**src/rtl/instruction_fetch_unit_pkg.sv**
```systemverilog
// rtl/instruction_fetch_unit_pkg.sv - shared processor constants and fetch FSM encoding
package instruction_fetch_unit_pkg;

    localparam int          INST_W = 16;
    localparam logic [15:0] PC_INC = 16'd2;

    typedef enum logic [2:0] {
        ST_IDLE  = 3'd0,
        ST_FETCH = 3'd1,
        ST_DRAIN = 3'd2,
        ST_VALID = 3'd3,
        ST_ERR   = 3'd4
    } fetch_state_t;

endpackage

```
**src/rtl/instruction_fetch_unit_if.sv**
```systemverilog
// rtl/instruction_fetch_unit_if.sv - instruction memory request/response bus
interface instruction_fetch_unit_if;
    import instruction_fetch_unit_pkg::*;

    logic              out_MemReq;
    logic [15:0]       out_MemAddr;
    logic              in_MemReady;
    logic [INST_W-1:0] in_MemData;

    modport master (
        output out_MemReq,
        output out_MemAddr,
        input  in_MemReady,
        input  in_MemData
    );

    modport slave (
        input  out_MemReq,
        input  out_MemAddr,
        output in_MemReady,
        output in_MemData
    );
endinterface

```
**src/rtl/instruction_fetch_unit_pc_register.sv**
```systemverilog
// rtl/instruction_fetch_unit_pc_register.sv - program counter with load and increment
module pc_register
    import instruction_fetch_unit_pkg::*;
#(
    parameter logic [15:0] RESET_PC = 16'h0000
) (
    input  logic        clk_i,
    input  logic        rst_ni,
    input  logic        load_i,
    input  logic [15:0] load_val_i,
    input  logic        inc_i,
    output logic [15:0] pc_o
);

    logic [15:0] pc_q;
    logic [15:0] pc_d;

    // Load takes priority over increment; increment wraps naturally at 2^16.
    always_comb begin
        pc_d = pc_q;
        if (load_i) begin
            pc_d = load_val_i;
        end else if (inc_i) begin
            pc_d = pc_q + PC_INC;
        end
    end

    // PC state register.
    always_ff @(posedge clk_i or negedge rst_ni) begin
        if (!rst_ni) begin
            pc_q <= RESET_PC;
        end else begin
            pc_q <= pc_d;
        end
    end

    assign pc_o = pc_q;

endmodule

```
**src/rtl/instruction_fetch_unit.sv**
```systemverilog
// rtl/instruction_fetch_unit.sv - instruction fetch FSM with redirect drain and timeout
module instruction_fetch_unit
    import instruction_fetch_unit_pkg::*;
#(
    parameter logic [15:0] RESET_PC = 16'h0000,
    parameter logic [7:0]  TIMEOUT  = 8'd255
) (
    input  logic                       CLK,
    input  logic                       RST,
    input  logic                       in_Redirect,
    input  logic [15:0]                in_RedirectPC,
    instruction_fetch_unit_if.master   mem,
    output logic [INST_W-1:0]          out_Inst,
    output logic                       out_InstValid,
    input  logic                       in_InstAccept,
    output logic                       out_IRWrite,
    output logic [15:0]                out_PC,
    output logic                       out_FetchErr,
    output logic [15:0]                out_FetchCount
);

    fetch_state_t      state_q, state_d;
    logic [INST_W-1:0] inst_q, inst_d;
    logic [15:0]       count_q, count_d;
    logic [15:0]       drain_addr_q, drain_addr_d;
    logic [7:0]        wait_q, wait_d;
    logic              err_q, err_d;
    logic              pc_load;
    logic              pc_inc;
    logic [15:0]       pc;
    logic [7:0]        wait_next;

    pc_register #(
        .RESET_PC (RESET_PC)
    ) u_pc (
        .clk_i      (CLK),
        .rst_ni     (RST),
        .load_i     (pc_load),
        .load_val_i (in_RedirectPC),
        .inc_i      (pc_inc),
        .pc_o       (pc)
    );

    assign wait_next = wait_q + 8'd1;

    // Next-state and output decode; the drain address remembers the request
    // still outstanding at the memory after a redirect moved the PC away.
    always_comb begin
        state_d       = state_q;
        inst_d        = inst_q;
        count_d       = count_q;
        drain_addr_d  = drain_addr_q;
        wait_d        = wait_q;
        err_d         = err_q;
        pc_load       = 1'b0;
        pc_inc        = 1'b0;
        mem.out_MemReq  = 1'b0;
        mem.out_MemAddr = pc;
        out_InstValid = 1'b0;

        case (state_q)
            ST_IDLE: begin
                pc_load = in_Redirect;
                wait_d  = 8'd0;
                state_d = ST_FETCH;
            end
            ST_FETCH: begin
                mem.out_MemReq = 1'b1;
                if (in_Redirect) begin
                    pc_load = 1'b1;
                    wait_d  = 8'd0;
                    if (mem.in_MemReady) begin
                        state_d = ST_FETCH;
                    end else begin
                        drain_addr_d = pc;
                        state_d      = ST_DRAIN;
                    end
                end else if (mem.in_MemReady) begin
                    inst_d  = mem.in_MemData;
                    wait_d  = 8'd0;
                    state_d = ST_VALID;
                end else begin
                    wait_d = wait_next;
                    if (wait_next == TIMEOUT) begin
                        err_d   = 1'b1;
                        state_d = ST_ERR;
                    end
                end
            end
            ST_DRAIN: begin
                mem.out_MemReq  = 1'b1;
                mem.out_MemAddr = drain_addr_q;
                pc_load         = in_Redirect;
                if (mem.in_MemReady) begin
                    wait_d  = 8'd0;
                    state_d = ST_FETCH;
                end else begin
                    wait_d = wait_next;
                    if (wait_next == TIMEOUT) begin
                        err_d   = 1'b1;
                        state_d = ST_ERR;
                    end
                end
            end
            ST_VALID: begin
                out_InstValid = 1'b1;
                if (in_Redirect) begin
                    pc_load = 1'b1;
                    wait_d  = 8'd0;
                    state_d = ST_FETCH;
                end else if (in_InstAccept) begin
                    pc_inc  = 1'b1;
                    count_d = count_q + 16'd1;
                    wait_d  = 8'd0;
                    state_d = ST_FETCH;
                end
            end
            ST_ERR: begin
                err_d = 1'b1;
            end
            default: begin
                state_d = ST_IDLE;
            end
        endcase
    end

    // FSM and datapath registers.
    always_ff @(posedge CLK or negedge RST) begin
        if (!RST) begin
            state_q      <= ST_IDLE;
            inst_q       <= '0;
            count_q      <= 16'd0;
            drain_addr_q <= 16'd0;
            wait_q       <= 8'd0;
            err_q        <= 1'b0;
        end else begin
            state_q      <= state_d;
            inst_q       <= inst_d;
            count_q      <= count_d;
            drain_addr_q <= drain_addr_d;
            wait_q       <= wait_d;
            err_q        <= err_d;
        end
    end

    assign out_IRWrite    = out_InstValid & in_InstAccept & ~in_Redirect;
    assign out_Inst       = inst_q;
    assign out_PC         = pc;
    assign out_FetchErr   = err_q;
    assign out_FetchCount = count_q;

endmodule

```
**src/flat_wrapper.sv**
```systemverilog
// flat-port wrapper written by rule: the top's interface ports become plain ports
module instruction_fetch_unit_flat import instruction_fetch_unit_pkg::*;
#(
    parameter logic [15:0] RESET_PC = 16'h0000,
    parameter logic [7:0]  TIMEOUT  = 8'd255
)
  (CLK, RST, in_Redirect, in_RedirectPC, out_Inst, out_InstValid, in_InstAccept, out_IRWrite, out_PC, out_FetchErr, out_FetchCount, mem_out_MemReq, mem_out_MemAddr, mem_in_MemReady, mem_in_MemData);
  instruction_fetch_unit_if mem_i ();
  input  logic CLK;
  input  logic RST;
  input  logic in_Redirect;
  input  logic [15:0] in_RedirectPC;
  output logic [INST_W-1:0] out_Inst;
  output logic out_InstValid;
  input  logic in_InstAccept;
  output logic out_IRWrite;
  output logic [15:0] out_PC;
  output logic out_FetchErr;
  output logic [15:0] out_FetchCount;
  output wire logic [$bits(mem_i.out_MemReq)-1:0] mem_out_MemReq;
  output wire logic [$bits(mem_i.out_MemAddr)-1:0] mem_out_MemAddr;
  input wire logic [$bits(mem_i.in_MemReady)-1:0] mem_in_MemReady;
  input wire logic [$bits(mem_i.in_MemData)-1:0] mem_in_MemData;
  assign mem_out_MemReq = mem_i.out_MemReq;
  assign mem_out_MemAddr = mem_i.out_MemAddr;
  assign mem_i.in_MemReady = mem_in_MemReady;
  assign mem_i.in_MemData = mem_in_MemData;
  instruction_fetch_unit #(.RESET_PC(RESET_PC), .TIMEOUT(TIMEOUT)) u_core (.CLK(CLK), .RST(RST), .in_Redirect(in_Redirect), .in_RedirectPC(in_RedirectPC), .mem(mem_i), .out_Inst(out_Inst), .out_InstValid(out_InstValid), .in_InstAccept(in_InstAccept), .out_IRWrite(out_IRWrite), .out_PC(out_PC), .out_FetchErr(out_FetchErr), .out_FetchCount(out_FetchCount));
endmodule
```
**config.mk**
```make
export PLATFORM = sky130hd
export DESIGN_NAME = instruction_fetch_unit_flat
export DESIGN_NICKNAME = d
export VERILOG_FILES = /design/src/rtl/instruction_fetch_unit_pkg.sv /design/src/rtl/instruction_fetch_unit_if.sv /design/src/rtl/instruction_fetch_unit_pc_register.sv /design/src/rtl/instruction_fetch_unit.sv /design/src/flat_wrapper.sv
export SDC_FILE = /design/constraint.sdc
export NUM_CORES = 1
export LEC_CHECK = 0
export CORE_MARGIN = 8
export CORE_UTILIZATION = 45
export DETAILED_ROUTE_END_ITERATION = 8
export PLACE_DENSITY_LB_ADDON = 0.12
export SLEW_MARGIN = 10
export SYNTH_ARGS = -nofsm -noshare
export SYNTH_HDL_FRONTEND = slang
export SYNTH_HIERARCHICAL = 1
export SYNTH_SLANG_ARGS = --single-unit
```
**constraint.sdc**
```tcl
create_clock -name CLK -period 6.1 [get_ports CLK]
set_input_delay 1.22 -clock CLK [delete_from_list [all_inputs] [get_ports CLK]]
set_output_delay 1.22 -clock CLK [all_outputs]
set_load 0.03 [all_outputs]
```
; ---- Word level (Yosys, flattened, before mapping)
; Cells that the tools add are included.
; Widths: inputs -> output; s select.
[classes]
n_lt_le_gt_ge = 0
n_shift = 0
muxes = 27
n_reduce_logical = 13
div_mod_pow = 0
eq_ne = 7
mul = 0
addsub = 3
bitwise = 5
[op_table]
columns = cell, n
row1 = $mux 16, 3
row2 = $mux 8, 4
row3 = $pmux 8 s4, 1
row4 = $mux 3, 6
row5 = $add 16x1->16 const B, 1
row6 = $add 16x2->16 const B, 1
row7 = $pmux 3 s5, 1
row8 = $mux 1, 9
row9 = $reduce_and 3->1, 3
row10 = $add 8x1->8 const B, 1
row11 = $eq 8x8->1 const B, 1
row12 = $eq 3x2->1 const B, 2
row13 = $reduce_and 2->1, 3
row14 = $reduce_or 2->1, 3
row15 = $reduce_bool 4->1, 1
row16 = $eq 3x1->1 const B, 1
row17 = $eq 3x3->1 const B, 1
row18 = $logic_not 3->1, 1
row19 = $ne 3x3->1 const B, 1
row20 = $not 1->1, 3
row21 = $pmux 1 s3, 1
row22 = $reduce_bool 3->1, 1
row23 = $and 1x1->1, 2
row24 = $mux 2, 1
row25 = other kinds (3), 3
[word_totals]
in_bits = 37
word_cells = 62
regBits = 76
mem_count = 0
ram_bits = 0
rom_bits = 0
latchBits = 0

; ---- Longest topological paths before layout
; Gate-level depths: netlist of run 1.
[logic_depth]
word_depth = 6
depth_mapped = 8
depth_no_buf = 6

; ---- Cells and area by module
; Netlist of run 1, hierarchy kept.
[by_module_without_submodules]
columns = mod, seq_area_each_um2, cells_each, area_per_inst_um2, n_inst
row1 = instruction_fetch_unit, 1501.4, 233, 2900.3, 1
row2 = pc_register, 400.4, 105, 999.7, 1

; ---- Least setup slack after synthesis of run 1
; No wires, ideal clock.
[synth_timing]
path_kind = in2out
from = input in_Redirect
to = output out_IRWrite
n_path_buf = 2
t_arrival_ns = 2.013
path_stages = 4
slack_ns = 2.867
cell_sequence = buf_2 nor2b_1 and2_1 clkbuf_1
[synth_between]
elab_chain_cells = 2
[synth_rtl]
columns = item, line_no
row1 = start: declaration, flat_wrapper.sv:11  ; input logic in_Redirect;
row2 = $not 1->1 (no line), n/a
row3 = $and 1x1->1, instruction_fetch_unit.sv:146  ; assign out_IRWrite = out_InstValid & in_InstAccept & ~in_Redirect;
row4 = end: declaration, flat_wrapper.sv:16  ; output logic out_IRWrite;
; Every way passes these cells.

; ---- Final worst setup path of run 1
; Same ends and word-level chain as after synthesis.

==> impl_metrics.yaml, run 1 <==
sta:
  slew_headroom: 0.355
  setup_violations: 0
  post-route-period-util: 0.692
  min_period_ps: 4220
  slew_violations: 0
  skew_ps: 9.96
  hold_ws_ps: 482
  rsz0062_at_grt: "no"
  fmax_mhz: 237
  tns_ps: 0
  tightest_slew_ps: 962
  hold_viol: 0
power_and_ir_drop:
  power_density_nw_per_um2: 386
  seq_power_share: 0.377
  clkPwrFrac: 0.220
  internal-power_uw: 1290
  ir_worst_vdd_mv: 0.161
  swShare: 0.356
  p_leak_uw: 0.00213
  combPwrFrac: 0.403
  switchingPower_uw: 714
synthesis:
  synth_area_leaders: "dfrtp_1 (49%), mux2_2 (12%), mux2_4 (3.8%)"
  syn_area_sq_um: 3900
  ys_seq_area_frac: 0.488
  ys_ff_latch: 76
  synth_fa_ha_area_frac: 0.0128
  synthFlopType: "dfrtp_1"
  synth-simple-area-share: 0.163
  synth_nets: 379
  muxShareOfSynthArea: 0.157
  ys_types: 56
  synth_edf_count: 0
  synthXorXnorAreaFrac: 0.0539
  syn_inst: 338
  yosysTopAreaCell: "dfrtp_1"
  synth_compound_area_frac: 0.0898
  synth_top_area_share: 0.488
  yosys-top-cells-count: "dfrtp_1 (76), mux2_2 (40), nand2_1 (26)"
  synthMostInstantiatedCell: "dfrtp_1"
  async_flop_share: 1.00
  syn_area_per_cell_sq_um: 11.5
  synth_top_family_by_area: "simple AND/OR/NAND/NOR gates"
  yosysWarnings: 6
clocking:
  cts.sinks: 76
  root_buffer: "clkbuf_8"
  clk_latency_ps: 340
  h-tree-depth: 3
  cts_setup_buffers: 0
  ctsHoldBuffers: 0
  cts_resized: 0
  clk_path_buf_depth: 2
  cts_tree: "built"
  cts_buffers: 9
  path_clk_slew_ps: 70
floorplan:
  die_w_microns: 109
  num_rows: 34
  ioPinCount: 105
  core-area_sq_um: 8550
  start_util: 0.456
  dieArea_sq_um: 11900
  dieHeight_microns: 109
critical_path:
  crit_type: "in2out"
  cp_max_fo: 11
  cp_data_required_time_ps: 4880
  cp-end-kind: "output pin"
  critPathLaunchType: "input port"
  worstPathArrival_ps: 3000
  reg2regPathDepth: 5
min_path:
  holdPathStages: 1
  hold_path.class: "reg2reg"
grt:
  grt_max_degree: 77
  grt_usage: 0.159
  gr-total-overflow: 0
  grt_pass1_vias: 2953
  antenna_found_initial: 0
  grt_pass1_wl_microns: 15100
placed_design:
  gp_routability_congestion: 0.836
  dp_hpwl_microns: 6640
  dp.cells: 535
  portBuffers: 104
routing:
  drtAntennaViolNets: 0
  first_iter_violations: 131
  drtPass1Iterations: 4
  via_per_inst: 5.45
  wl_per_cell_microns: 16.8
  drc_errors: 0
  via_count: 3002
  wl_microns: 9240
layout:
  final_cells: 551
  fin_nets: 479
  area_growth_pct: 33.2
  multi_input_area_sq_um: 1860
  diodes: 0
  final_layout_size_suffix_gt1_frac: 0.190
  seq_area_sq_um: 1900
  fill_cells: 748
status:
  status: "complete, no violations"
flow_run:
  max_cap_viol_count: 0
[final cells by class]
| cell class | instances | share of cell area |
|---|---|---|
| inverters | 7 | 0.00506 |
| well taps | 108 | 0.0260 |
| clock buffers | 11 | 0.0291 |
| repair buffers | 104 | 0.200 |
| multi-input cells | 240 | 0.358 |
| clock inverters | 5 | 0.0161 |
| flip-flops and latches | 76 | 0.366 |
[kinds of logic (layout without fill, tap and decap cells)]
family | after synthesis | in the layout
fa+ha+maj | 4 | 4
xor+xnor | 24 | 24
compound gates | 51 | 51
simple gates | 110 | 110
flops | 76 | 76
buf+inv | 22 | 127
mux | 51 | 51
[through the flow]
step / area [sq um] / worst slack [ps] / utilization / power (uW)
after floorplan: 3900 / 2870 / - / 1260
after global placement: 4960 / 1970 / 0.580 / 1560
after detailed placement: 4960 / 1860 / 0.580 / 1580
after CTS: 5190 / 1850 / 0.608 / 2030
after global routing: 5190 / 1760 / 0.608 / 2110
final: 5190 / 1880 / 0.608 / 2010
[worst paths after layout]
check / to / from / slack (ps)
min: u_core/out_FetchCount[15]$_DFFE_PN0P_ / u_core/out_FetchCount[15]$_DFFE_PN0P_ / 480
min in group asynchronous: u_core/out_FetchCount[4]$_DFFE_PN0P_ / RST / 1020
max: out_IRWrite / in_Redirect / 1880
min reg2reg: u_core/out_FetchCount[15]$_DFFE_PN0P_ / u_core/out_FetchCount[15]$_DFFE_PN0P_ / 480
max in group asynchronous: u_core/u_pc/pc_o[2]$_DFFE_PN0N_ / RST / 4480
max reg2reg: u_core/u_pc/pc_o[14]$_DFFE_PN0N_ / u_core/state_q[2]$_DFFE_PN0P_ / 3610
[power groups by stage]
| stage | combinational (uW) | sequential [uW] | clock (uW) |
|---|---|---|---|
| 6_report | 808 | 755 | 442 |
| 3_3_place_gp | 807 | 757 | 0 |
| 2_1_floorplan | 374 | 886 | 0 |
| 5_1_grt | 858 | 780 | 475 |
| 3_5_place_dp | 816 | 762 | 0 |
| 4_1_cts | 819 | 755 | 451 |
[worst max-delay path, stage by stage]
cell             delay, ps
clkdlybuf4s50_1        590
nor2b_1                260
and2_1                 240
clkdlybuf4s50_1        700
[state kept, by name (all words and copies together), names as in the netlist]
signal / cells
u_core/out_FetchErr: 1
u_core/out_FetchCount: 16
u_core/wait_q: 8
u_core/state_q: 3
u_core/u_pc/pc_o: 16
u_core/drain_addr_q: 16
u_core/out_Inst: 16
[cell usage in the layout, fill, tap and decap left out, types with 3 or more instances in the layout]
| cell type | count |
|---|---|
| or4_1 | 5 |
| and2_1 | 3 |
| nor2_1 | 14 |
| nand4b_1 | 7 |
| nor2b_1 | 4 |
| nand4_1 | 7 |
| nor4_1 | 4 |
| clkbuf_8 | 11 |
| nand2b_1 | 3 |
| inv_1 | 5 |
| and3_1 | 3 |
| nand2_1 | 26 |
| mux2_2 | 40 |
| mux2_4 | 10 |
| ha_1 | 4 |
| o21ai_0 | 15 |
| xor2_1 | 11 |
| a31o_2 | 3 |
| and4_1 | 3 |
| o41ai_1 | 6 |
| a31oi_1 | 9 |
| xnor2_1 | 13 |
| dfrtp_1 | 76 |
| o211ai_1 | 4 |
| a21oi_1 | 4 |
| clkdlybuf4s50_1 | 103 |
| nand3_1 | 12 |
| or2_2 | 4 |
[metal layers]
| layer | wire length, microns | track usage | vias to the layer above |
|---|---|---|---|
| li1 | - | - | 1441 |
| met1 | 4230 | 0.216 | 1444 |
| met4 | 114 | 0.0616 | 0 |
| met2 | 4160 | 0.234 | 105 |
| met3 | 730 | 0.0449 | 12 |
| met5 | 0 | 0 | - |
Power figures use the tool's default switching activity.
==> run 2: changes to the inputs <==
==> constraint.sdc (replaced) <==
create_clock -name CLK -period 3.9 [get_ports CLK]
set_input_delay 0.78 -clock CLK [delete_from_list [all_inputs] [get_ports CLK]]
set_output_delay 0.78 -clock CLK [all_outputs]
set_load 0.03 [all_outputs]
==> run 2 against run 1 <==
Net effect:
- clock skew is 2.7 ps lower
- clock power is 67% higher
- global-route usage is 0.22 points higher
- largest cell class unchanged
- highest routed layer unchanged
==> impl_metrics.yaml, run 2 (synthesized netlist as in run 1, its figures left out) <==
sta:
  slew_headroom: 0.365
  hold_viol: 0
  fmax_mhz: 306
  post-route-period-util: 0.837
  min_period_ps: 3260
  tns_ps: 0
  rsz0062_at_grt: "no"
  skew_ps: 7.29
  setup_violations: 0
  tightest_slew_ps: 952
  hold_ws_ps: 485
  slew_violations: 0
layout:
  seq_area_sq_um: 1900
  design_area_sq_um: 5250
  area_growth_pct: 34.5
  diodes: 0
  final_layout_size_suffix_gt1_frac: 0.199
  layout.cells.most_common: "clkdlybuf4s50_1"
  fill_cells: 703
  fin_nets: 484
  multi_input_area_sq_um: 1860
  layout_common_cells: "clkdlybuf4s50_1 (103), dfrtp_1 (76), mux2_2 (40), nand2_1 (26), o21ai_0 (15)"
clocking:
  cts_tree: "built"
  cts_setup_buffers: 0
  ctsHoldBuffers: 0
  root_buffer: "clkbuf_8"
  cts_buffers: 9
  clk_path_buf_depth: 2
  cts_resized: 0
  clk_latency_ps: 340
  cts.sinks: 76
  path_clk_slew_ps: 70
  h-tree-depth: 3
power_and_ir_drop:
  ir_worst_vdd_mv: 0.302
  p_leak_uw: 0.00216
  p_total_uw: 3190
  power_density_nw_per_um2: 607
grt:
  met1_usage: 0.215
  grt_pass1_vias: 3010
  antenna_found_initial: 0
  grt_max_degree: 77
  grt_pass1_wl_microns: 15200
  grt_usage: 0.161
  top_usage_layer: "met2"
  use_met2: 0.239
  gr-usage-met3: 0.0502
  gr-total-overflow: 0
critical_path:
  cp-end-kind: "output pin"
  path_cells: "clkdlybuf4s50_1 > nor2b_1 > and2_1 > clkdlybuf4s50_1"
  cp_data_required_time_ps: 3120
  cp_slowest_cell: "clkdlybuf4s50_1"
  worstPathArrival_ps: 2480
  cp_max_fo: 5
  crit_type: "in2out"
  crit_top_cell: "clkdlybuf4s50_1"
  critPathLaunchType: "input port"
  critPathBufInv: 2
  crit_family: "buffers and inverters"
  slowest_delay_ps: 700
routing:
  via_count: 2971
  drc_errors: 0
  via_per_inst: 5.34
  drtPass1Iterations: 4
  first_iter_violations: 127
  wl_per_cell_microns: 16.8
  wl_microns: 9350
  drtAntennaViolNets: 0
floorplan:
  num_rows: 34
  core-area_sq_um: 8550
  start_util: 0.456
  dieArea_sq_um: 11900
  die_w_microns: 109
  ioPinCount: 105
  dieHeight_microns: 109
placed_design:
  portBuffers: 104
  dpl-instance-area_sq_um: 5000
  gp_routability_congestion: 0.820
  dp_hpwl_microns: 6730
status:
  status: "complete, no violations"
min_path:
  hold_path.class: "reg2reg"
flow_run:
  max_cap_viol_count: 0
run 2: changes by cell type in the layout (fill, tap and decap cells not counted), sizes merged:
| cell | delta |
|---|---|
| buf | +5 |
| bufinv | +1 |
| clkbuf | -1 |
| clkinv | +1 |
| clkinvlp | -1 |
run 2: report_power, final:
part           leakage, uW  switching (uW)  internal, uW  total, uW
Clock             0.000122             296           443        738
Combinational      0.00110             644           625       1270
Sequential        0.000940             175          1000       1180
run 2: final timing paths:
path	cells after the start	endpoint	slack, ps	from
max	4	out_IRWrite	640	in_InstAccept
min	1	u_core/out_FetchCount[15]$_DFFE_PN0P_	490	u_core/out_FetchCount[15]$_DFFE_PN0P_
max reg2reg	5	u_core/u_pc/pc_o[14]$_DFFE_PN0N_	1460	u_core/state_q[2]$_DFFE_PN0P_
min reg2reg	1	u_core/out_FetchCount[15]$_DFFE_PN0P_	490	u_core/out_FetchCount[15]$_DFFE_PN0P_
max in group asynchronous	1	u_core/drain_addr_q[3]$_DFFE_PN0P_	2700	RST
min in group asynchronous	1	u_core/out_FetchCount[7]$_DFFE_PN0P_	580	RST
run 2: worst reg2reg max path, cell delays in order (launching register included):
cell,delay (ps)
dfrtp_1,550
and3b_1,350
and2_1,360
nand4_2,330
or4_1,580
o211ai_1,190
run 2: area by class of cell:
class,count,share of cell area
inverters,7,0.00501
flip-flops and latches,76,0.363
clock buffers,10,0.0262
clock inverters,6,0.0212
multi-input cells,240,0.354
repair buffers,109,0.205
well taps,108,0.0258
run 2: routing by layer:
metal	routed length, microns	share of wire
met1	4380	0.47
met2	4040	0.43
met3	804	0.086
met4	123	0.013
met5	0	0
run 2: per-stage QoR:
stage | setup WS (ps) | std cells | util
4_1_cts | 643 | 556 | 0.614
3_3_place_gp | 678 | 540 | 0.584
6_report | 636 | 556 | 0.614
5_1_grt | 518 | 556 | 0.614
3_5_place_dp | 650 | 540 | 0.584
2_1_floorplan | 1470 | 338 | -
